`config.mk`:
```
export PLATFORM = sky130hd
export DESIGN_NAME = ptr_sync_gray
export DESIGN_NICKNAME = d
export VERILOG_FILES = /design/src/rtl/asyncfifo_pkg.sv /design/src/rtl/sync_chain.sv /design/src/rtl/ptr_sync_gray.sv
export SDC_FILE = /design/constraint.sdc
export NUM_CORES = 1
export LEC_CHECK = 0
export CORE_MARGIN = 10
export CORE_UTILIZATION = 46
export DETAILED_ROUTE_END_ITERATION = 8
export PLACE_DENSITY = 0.8
export RECOVER_POWER = 50
export SLEW_MARGIN = 25
export SYNTH_ARGS = -nofsm -noshare
export SYNTH_HDL_FRONTEND = slang
export SYNTH_SLANG_ARGS = --single-unit
export TNS_END_PERCENT = 30
```
`constraint.sdc`:
```
create_clock -name clk -period 3.2 [get_ports clk]
set_input_delay 0.64 -clock clk [delete_from_list [all_inputs] [get_ports clk]]
set_output_delay 0.64 -clock clk [all_outputs]
set_load 0.01 [all_outputs]
```
`src/rtl/asyncfifo_pkg.sv`:
```
// Shared pointer types and Gray/binary conversions for the async FIFO pointer path.
// Conversions work on a fixed 32-bit carrier so any pointer width up to 32 can use them.
package asyncfifo_pkg;

    localparam int PTR_W = 4;
    localparam int FN_W  = 32;

    typedef logic [PTR_W-1:0] ptr_t;

    // Each binary bit is the XOR of all Gray bits at or above it; width masks the carrier.
    function automatic logic [FN_W-1:0] gray2bin(input logic [FN_W-1:0] ptr, input int width);
        logic [FN_W-1:0] bin;
        logic [FN_W-1:0] mask;
        bin = ptr;
        for (int s = 1; s < FN_W; s++) begin
            bin = bin ^ (ptr >> s);
        end
        mask = '1;
        if (width < FN_W) begin
            mask = ~(mask << width);
        end
        return bin & mask;
    endfunction

    function automatic logic [FN_W-1:0] bin2gray(input logic [FN_W-1:0] bin);
        return bin ^ (bin >> 1);
    endfunction

endpackage

```
`src/rtl/sync_chain.sv`:
```
// Plain multi-flop synchroniser chain with asynchronous active-low reset.
module sync_chain #(
    parameter int WIDTH  = 4,
    parameter int STAGES = 2
) (
    input  logic             clk,
    input  logic             rst,
    input  logic [WIDTH-1:0] din,
    output logic [WIDTH-1:0] dout
);

    logic [WIDTH-1:0] s [STAGES];

    always_ff @(posedge clk or negedge rst) begin
        if (!rst) begin
            for (int i = 0; i < STAGES; i++) begin
                s[i] <= '0;
            end
        end else begin
            s[0] <= din;
            for (int i = 1; i < STAGES; i++) begin
                s[i] <= s[i-1];
            end
        end
    end

    assign dout = s[STAGES-1];

endmodule

```
`src/rtl/ptr_sync_gray.sv`:
```
// Gray pointer CDC synchroniser with registered binary pointer, advance and change pulse.
// Optional sticky step checker is built only when PTR_STEP_CHK_EN is defined.
module ptr_sync_gray
    import asyncfifo_pkg::*;
#(
    parameter int ADDR_SIZE = 3,
    parameter int STAGES    = 2,
    parameter int MAX_STEP  = 1
) (
    input  logic               clk,
    input  logic               rst,
    input  logic [ADDR_SIZE:0] ptr_in,
    output logic [ADDR_SIZE:0] ptr_gray_out,
    output logic [ADDR_SIZE:0] ptr_bin_out,
    output logic [ADDR_SIZE:0] ptr_delta,
    output logic               ptr_changed,
    output logic               err_step
);

    localparam int W = ADDR_SIZE + 1;

    if (STAGES < 2 || MAX_STEP < 0) begin : g_param_check
        $error("ptr_sync_gray: STAGES must be >= 2 and MAX_STEP non-negative");
    end

    logic [W-1:0] bin_p0;
    logic [W-1:0] delta_p0;

    sync_chain #(
        .WIDTH  (W),
        .STAGES (STAGES)
    ) u_sync_chain (
        .clk  (clk),
        .rst  (rst),
        .din  (ptr_in),
        .dout (ptr_gray_out)
    );

    // Stage p0: decode of the synchronised pointer and its modular advance.
    assign bin_p0   = W'(gray2bin(FN_W'(ptr_gray_out), W));
    assign delta_p0 = bin_p0 - ptr_bin_out;

    // Stage p1: registered binary pointer, advance and change pulse.
    always_ff @(posedge clk or negedge rst) begin
        if (!rst) begin
            ptr_bin_out <= '0;
            ptr_delta   <= '0;
            ptr_changed <= 1'b0;
        end else begin
            ptr_bin_out <= bin_p0;
            ptr_delta   <= delta_p0;
            ptr_changed <= (bin_p0 != ptr_bin_out);
        end
    end

`ifdef PTR_STEP_CHK_EN
    always_ff @(posedge clk or negedge rst) begin
        if (!rst) begin
            err_step <= 1'b0;
        end else if (FN_W'(delta_p0) > $unsigned(MAX_STEP)) begin
            err_step <= 1'b1;
        end
    end
`else
    assign err_step = 1'b0;
`endif

endmodule

```
==> results of run 1 <==
## registers in the layout, indices dropped and copies added (netlist names)
register and flops:
u_sync_chain.s 4, ptr_bin_out 4, ptr_delta 4, u_sync_chain.dout 4
ptr_changed 1
## cells by family (layout without fill, tap and decap cells)
family	count (synthesis)	in the layout
other	1	1
buffers and inverters	10	27
adders and majority gates	4	4
AOI/OAI and AO/OA	1	1
xor gates and xnor gates	7	7
DFF	17	17
and+or+nand+nor	4	4
## critical path: stages (launching register included)
cell	delay, ns
dfrtp_1	0.42
xor2_1	0.29
xnor2_1	0.23
xor2_1	0.18
ha_1	0.17
inv_1	0.05
fa_1	0.37
xor2_1	0.15
## per-stage QoR
stage	power (mW)	instance area (µm²)	hold slack (ns)	cells
floorplan	0.3398	645.6	0.3312	44
global placement	0.4202	807.0	0.3332	72
detailed placement	0.4257	807.0	0.3364	72
CTS	0.5360	834.6	0.3587	76
global route	0.5618	819.5	0.3796	76
finish	0.5199	819.5	0.3584	76
## area by class of cell
cell class / count / area [µm²] / area share
Inverter: 5 / 18.77 / 0.02290
Multi-Input combinational cell: 17 / 148.9 / 0.1817
Sequential cell: 17 / 425.4 / 0.5191
Clock inverter: 1 / 5.005 / 0.006107
Timing Repair Buffer: 18 / 180.2 / 0.2198
Clock buffer: 3 / 22.52 / 0.02748
Tap cell: 15 / 18.77 / 0.02290
## worst max path at each step
stage | endpoint | cells after the start | from | slack [ns]
finish | ptr_delta[2]$_DFF_PN0_ | 7 | u_sync_chain.dout[3]$_DFF_PN0_ | 1.23
global route | ptr_delta[2]$_DFF_PN0_ | 7 | u_sync_chain.dout[3]$_DFF_PN0_ | 1.06
CTS | ptr_gray_out[3] | 1 | u_sync_chain.dout[3]$_DFF_PN0_ | 1.24
detailed placement | ptr_delta[2]$_DFF_PN0_ | 7 | u_sync_chain.dout[3]$_DFF_PN0_ | 1.31
global placement | ptr_delta[2]$_DFF_PN0_ | 7 | u_sync_chain.dout[3]$_DFF_PN0_ | 1.34
floorplan | ptr_delta[2]$_DFF_PN0_ | 7 | u_sync_chain.dout[3]$_DFF_PN0_ | 1.42
## power groups by stage
| stage | Clock [mW] | Combinational (mW) | Sequential (mW) |
|---|---|---|---|
| after floorplan | 0 | 0.0559 | 0.284 |
| after global placement | 0 | 0.154 | 0.266 |
| after detailed placement | 0 | 0.158 | 0.268 |
| after CTS | 0.115 | 0.158 | 0.263 |
| after global routing | 0.128 | 0.168 | 0.265 |
| final | 0.107 | 0.151 | 0.262 |
## cell usage in the layout (no fill, tap or decap)
master,netlist,layout
a21oi_1,1,1
clkbuf_4,0,3
clkdlybuf4s50_1,0,13
clkinv_2,0,1
conb_1,1,1
dfrtp_1,17,17
dlygate4sd3_1,0,5
fa_1,1,1
ha_1,3,3
inv_1,5,5
nand2_1,2,2
nand3b_1,1,1
or3_1,1,1
xnor2_1,2,3
xor2_1,3,4
## metal layers
metal / GRT usage / vias to the layer above / wire (µm)
li1: - / 161 / -
met1: 0.06290 / 156 / 364
met2: 0.09969 / 13 / 433
met3: 0.03540 / 0 / 135
met4: 0.03020 / 0 / 0
met5: 0 / - / 0
==> metrics.md, run 1 <==
| Metric | Value |
|---|---|
| Layout cell share with drive strength beyond 1 | `0.06557` |
| Top fanout value on the critical path | `4` |
| Vias per cell | `4.342` |
| Slew Limit Fails | `0` |
| Top cells by count, synth | `dfrtp_1 (17), buf_4 (5), inv_1 (5)` |
| DP Worst Slack | `1.314 ns` |
| Initial antenna violation count | `0` |
| Io pins | `20` |
| Pwr Density | `634.4 mW/mm²` |
| Largest family of logic cells by synthesized area | `XOR/XNOR gates` |
| Net Count, Synth | `54` |
| Max Cap Viol | `0` |
| Pleak | `0.3760 nW` |
| Post-cts resize count | `0` |
| Largest net degree at the start of global routing | `18` |
| Status | `finished clean` |
| Synth top area share | `0.6589` |
| Switching Fraction | `0.2673` |
| Drt wl/cell | `12.28 µm` |
| Worst Setup End Kind | `flip-flop` |
| Synth unique cells | `14` |
| Fmax | `507.6 MHz` |
| Seq/Total Area, Yosys | `0.6589` |
| Hold path depth | `0` |
| Synth Area per Inst | `14.67 µm²` |
| Worst Path Required | `3.37 ns` |
| Grt ovf | `0` |
| R2r setup slk | `1.23 ns` |
| Count of flip-flops with a built-in enable after synthesis | `0` |
| ANT cells | `0` |
| Hold Crit Start | `u_sync_chain.s[6]$_DFF_PN0_` |
| DRT iter0 DRCs | `0` |
| Synth Area in Simple Gates | `0.03295` |
| Most frequent cell after synthesis | `dfrtp_1` |
| Maximum buffer depth of the clock tree | `2` |
| Area contributors post-synth | `dfrtp_1 (66%), buf_4 (5.8%), ha_1 (5.8%), xor2_1 (4.1%), fa_1 (3.1%)` |
| Area leader, netlist | `dfrtp_1` |
| Worst min path class | `reg2reg` |
| Global placement routability congestion | `0.6638` |
| Fin crit period | `1.970 ns` |
| Wirelength, routed | `933 µm` |
| Die Wd | `57.47 µm` |
| Cell internal pwr | `0.3810 mW` |
| Type of origin of the critical path | `flip-flop` |
| Setup TNS | `0 ns` |
| Synth Area in XOR/XNOR | `0.1182` |
| First-pass GRT wire length | `1.649 mm` |
| Clk pwr share | `0.206` |
| Remaining antenna violation count | `0` |
| Register share of total power | `0.504` |
| Hold Path Sink | `u_sync_chain.dout[2]$_DFF_PN0_` |
| Area grow syn2layout | `26.94%` |
| Clock-pin slew on the worst setup and hold paths | `0.09 ns` |
| DRC | `0` |
| Mapped cell area | `645.6 µm²` |
| Num CTS Buffers | `3` |
| Worst-skew pair later-pin latency | `0.28 ns` |
| Root buf cell | `clkbuf_4` |
| CTS Hold Buffers Added | `0` |
| Complex-gate fraction of the synthesized area | `0.007752` |
| Reg2reg start | `u_sync_chain.dout[3]$_DFF_PN0_` |
| Pre-Repair DR Iteration Count | `1` |
| Num rows | `13` |
| CP arrival | `2.14 ns` |
| Filler Cell Count | `103` |
| Hpwl dp | `769.1 µm` |
| Core box area | `0.001318 mm²` |
| Area of the die | `0.003302 mm²` |
| Fin util | `0.6220` |
| Worst reg2reg endpoint | `ptr_delta[2]$_DFF_PN0_` |
| Period utilisation layout | `0.6156` |
| Ys flop type | `dfrtp_1` |
| Post-synth ARST share | `1.000` |
| Final setup margin | `1.230 ns` |
| # Post-CTS Setup Buffers | `0` |
| Nets | `72` |
| Type of the worst setup path | `reg2reg` |
| Logic gate share of total power | `0.290` |
| H-tree depth | `1` |
| RSZ-0062 raised after global routing | `no` |
| Via Count | `330` |
| Worst-Margin Slew | `0.7153 ns` |
| Reg2Reg Depth | `7` |
| Mux contribution to synthesized area | `0` |
| IO buf count | `18` |
| Die Y | `57.47 µm` |
| Syn Inst Count | `44` |
| Final Hold Fails | `0` |
| Final Skew | `0.002469 ns` |
| CTS sink count | `17` |
| CTS tree | `yes` |
| Vias in the first global route | `376` |
| Slew HR | `0.5216` |
| Seq cells post-synth | `17` |
| Adder-cell share of the synthesized area | `0.08915` |
| Tot GR Track Use | `0.06194` |
| Sw Pwr | `0.1390 mW` |
| Ys Warns | `0` |
| Setup violations, final | `0` |
| Initial cell density of the core | `0.4900` |
| Peak VDD IR | `0.3587 mV` |
Note: power is estimated with default switching activity, not from simulation.
==> run 2: changes to the inputs <==
Settings changed: CORE_UTILIZATION 46 to 43, PLACE_DENSITY 0.8 to 0.76.
Clock period 3.2 ns to 2 ns, I/O delays scaled along.
==> metrics.md, run 2 (synthesis results as in run 1) <==
| Metric | Value |
|---|---|
| CTS sink count | `17 (unchanged)` |
| Commonest non-fill, non-tap cell in the layout | `dfrtp_1 (unchanged)` |
| Peak VDD IR | `0.4931 mV (was 0.3587 mV)` |
| Io pins | `20 (unchanged)` |
| Slew Limit Fails | `0 (unchanged)` |
| H-tree depth | `1 (unchanged)` |
| Most frequent cells in the layout | `dfrtp_1 (16), clkdlybuf4s50_1 (13), inv_1 (5), dlygate4sd3_1 (5) (was dfrtp_1 (17), clkdlybuf4s50_1 (13), inv_1 (5), dlygate4sd3_1 (5), xor2_1 (4))` |
| Switching Fraction | `0.2711 (was 0.2673)` |
| Root buf cell | `clkbuf_4 (unchanged)` |
| Initial cell density of the core | `0.4782 (was 0.4900)` |
| IO buf count | `18 (unchanged)` |
| Clock-pin slew on the worst setup and hold paths | `0.10 ns (was 0.09 ns)` |
| Status | `finished clean (unchanged)` |
| Initial antenna violation count | `0 (unchanged)` |
| Worst min path class | `reg2reg (unchanged)` |
| Vias in the first global route | `416 (was 376)` |
| Type of the worst setup path | `reg2reg (unchanged)` |
| Num CTS Buffers | `3 (unchanged)` |
| Area of the die | `0.003452 mm² (was 0.003302 mm²)` |
| Reg2Reg Depth | `7 (unchanged)` |
| Worst-skew pair later-pin latency | `0.28 ns (about the same)` |
| Die Y | `58.75 µm (was 57.47 µm)` |
| Vias per cell | `4.711 (was 4.342)` |
| Hpwl dp | `814.2 µm (was 769.1 µm)` |
| Wirelength, routed | `1.000 mm (was 933 µm)` |
| Worst reg2reg endpoint | `ptr_delta[2]$_DFF_PN0_ (unchanged)` |
| Die Wd | `58.75 µm (was 57.47 µm)` |
| Slew HR | `0.5031 (was 0.5216)` |
| Cell internal pwr | `0.6117 mW (was 0.3810 mW)` |
| Period utilisation layout | `0.9375 (was 0.6156)` |
| Remaining antenna violation count | `0 (unchanged)` |
| Register share of total power | `0.501 (was 0.504)` |
| Layout cell share with drive strength beyond 1 | `0.1148 (was 0.06557)` |
| Final Skew | `0.004451 ns (was 0.002469 ns)` |
| # Post-CTS Setup Buffers | `0 (unchanged)` |
| Largest net degree at the start of global routing | `18 (unchanged)` |
| Maximum buffer depth of the clock tree | `2 (unchanged)` |
| Finished Layout Cells | `76 (unchanged)` |
| Core box area | `0.001350 mm² (was 0.001318 mm²)` |
| Grt ovf | `0 (unchanged)` |
| ANT cells | `0 (unchanged)` |
| Fmax | `533.3 MHz (was 507.6 MHz)` |
| Setup TNS | `0 ns (unchanged)` |
| RSZ-0062 raised after global routing | `no (unchanged)` |
| Via Count | `358 (was 330)` |
| Worst Path Required | `2.17 ns (was 3.37 ns)` |
| Hold Path Sink | `u_sync_chain.dout[3]$_DFF_PN0_ (was u_sync_chain.dout[2]$_DFF_PN0_)` |
| Type of origin of the critical path | `flip-flop (unchanged)` |
| Clk pwr share | `0.210 (was 0.206)` |
| Max Cap Viol | `0 (unchanged)` |
| Hold Crit Start | `u_sync_chain.s[7]$_DFF_PN0_ (was u_sync_chain.s[6]$_DFF_PN0_)` |
| Final Hold Fails | `0 (unchanged)` |
| Pre-Repair DR Iteration Count | `4 (was 1)` |
| Setup violations, final | `0 (unchanged)` |
| Top fanout value on the critical path | `4 (unchanged)` |
| Pleak | `0.3819 nW (was 0.3760 nW)` |
| Hold path depth | `0 (unchanged)` |
| Pwr Density | `1004 mW/mm² (was 634.4 mW/mm²)` |
| Worst-Margin Slew | `0.7429 ns (was 0.7153 ns)` |
| Fin crit period | `1.875 ns (was 1.970 ns)` |
| First-pass GRT wire length | `1.738 mm (was 1.649 mm)` |
| DRT iter0 DRCs | `1 (was 0)` |
| Logic gate share of total power | `0.290 (about the same)` |
| CTS tree | `yes (unchanged)` |
| Num rows | `13 (unchanged)` |
| Placed cells | `72 (unchanged)` |
| Tot GR Track Use | `0.06400 (was 0.06194)` |
| R2r setup slk | `0.12 ns (was 1.23 ns)` |
| Sw Pwr | `0.2276 mW (was 0.1390 mW)` |
| Global placement routability congestion | `0.6730 (was 0.6638)` |
| CP arrival | `2.05 ns (was 2.14 ns)` |
| DRC | `0 (unchanged)` |
| Nets | `72 (unchanged)` |
| Area grow syn2layout | `29.46% (was 26.94%)` |
| Reg2reg start | `u_sync_chain.dout[3]$_DFF_PN0_ (unchanged)` |
| Worst Setup End Kind | `flip-flop (unchanged)` |
| Drt wl/cell | `13.16 µm (was 12.28 µm)` |
[run 2: power groups by stage]
stage	Sequential, mW	Combinational [mW]	Clock [mW]
floorplan	0.454	0.0895	0
global placement	0.426	0.248	0
detailed placement	0.429	0.252	0
CTS	0.422	0.252	0.185
global route	0.425	0.273	0.202
finish	0.420	0.243	0.176
[run 2: layer usage]
metal	part of all wire	track usage	vias up
met4	0.0070	0.02951	0
met1	0.35	0.05144	173
met3	0.13	0.03863	2
li1	-	-	167
met2	0.52	0.1186	16
met5	0	0	-
[run 2: metrics by stage]
stage	util	hold WS [ns]	power, mW	worst slack (ns)	cell area [µm²]
after floorplan	-	0.1044	0.5437	0.2192	645.6
after global placement	0.5978	0.3331	0.6736	0.1245	807.0
after detailed placement	0.5978	0.3356	0.6813	0.1054	807.0
after CTS	0.6182	0.3587	0.8591	0.08783	834.6
after global routing	0.6191	0.3787	0.9002	0.01319	835.8
final	0.6191	0.3559	0.8393	0.1249	835.8
[run 2: final cells by class]
type / count / area (µm²)
sequential: 17 / 426.7
multi-input combinational: 17 / 163.9
tap: 15 / 18.77
timing repair buffer: 18 / 180.2
fill: 106 / 514.2
clock inverter: 1 / 5.005
clock buffer: 3 / 22.52
inverter: 5 / 18.77
[run 2: timing repair]
| item | CTS | global route |
|---|---|---|
| setup endpoints to repair | 0 | 1 |
| endpoints found under the hold margin | 0 | 0 |
| resized for setup | 0 | 1 |
| hold buffers | 0 | 0 |
[run 2: how the worst max path moves through the flow]
| stage | from | end | cells past startpoint |
|---|---|---|---|
| global placement | u_sync_chain.dout[3]$_DFF_PN0_ | ptr_delta[2]$_DFF_PN0_ | 7 |
| CTS | u_sync_chain.dout[3]$_DFF_PN0_ | ptr_delta[2]$_DFF_PN0_ | 7 |
| finish | u_sync_chain.dout[3]$_DFF_PN0_ | ptr_delta[2]$_DFF_PN0_ | 7 |
| global route | u_sync_chain.dout[2]$_DFF_PN0_ | ptr_delta[2]$_DFF_PN0_ | 7 |
| detailed placement | u_sync_chain.dout[3]$_DFF_PN0_ | ptr_delta[2]$_DFF_PN0_ | 7 |
| floorplan | u_sync_chain.dout[3]$_DFF_PN0_ | ptr_delta[2]$_DFF_PN0_ | 7 |
[run 2: worst max-delay path, stage by stage (launching register included)]
cell and delay, ns:
dfrtp_2 0.45, xor2_2 0.23, xnor2_2 0.17, xor2_1 0.17
ha_1 0.18, inv_1 0.05, fa_1 0.37, xor2_1 0.15
==> run 3: changes to the inputs <==
Settings changed: TNS_END_PERCENT 30 to not set.
==> results of run 3 <==
The final DEF is identical to that of run 2; final timing and power are the same.
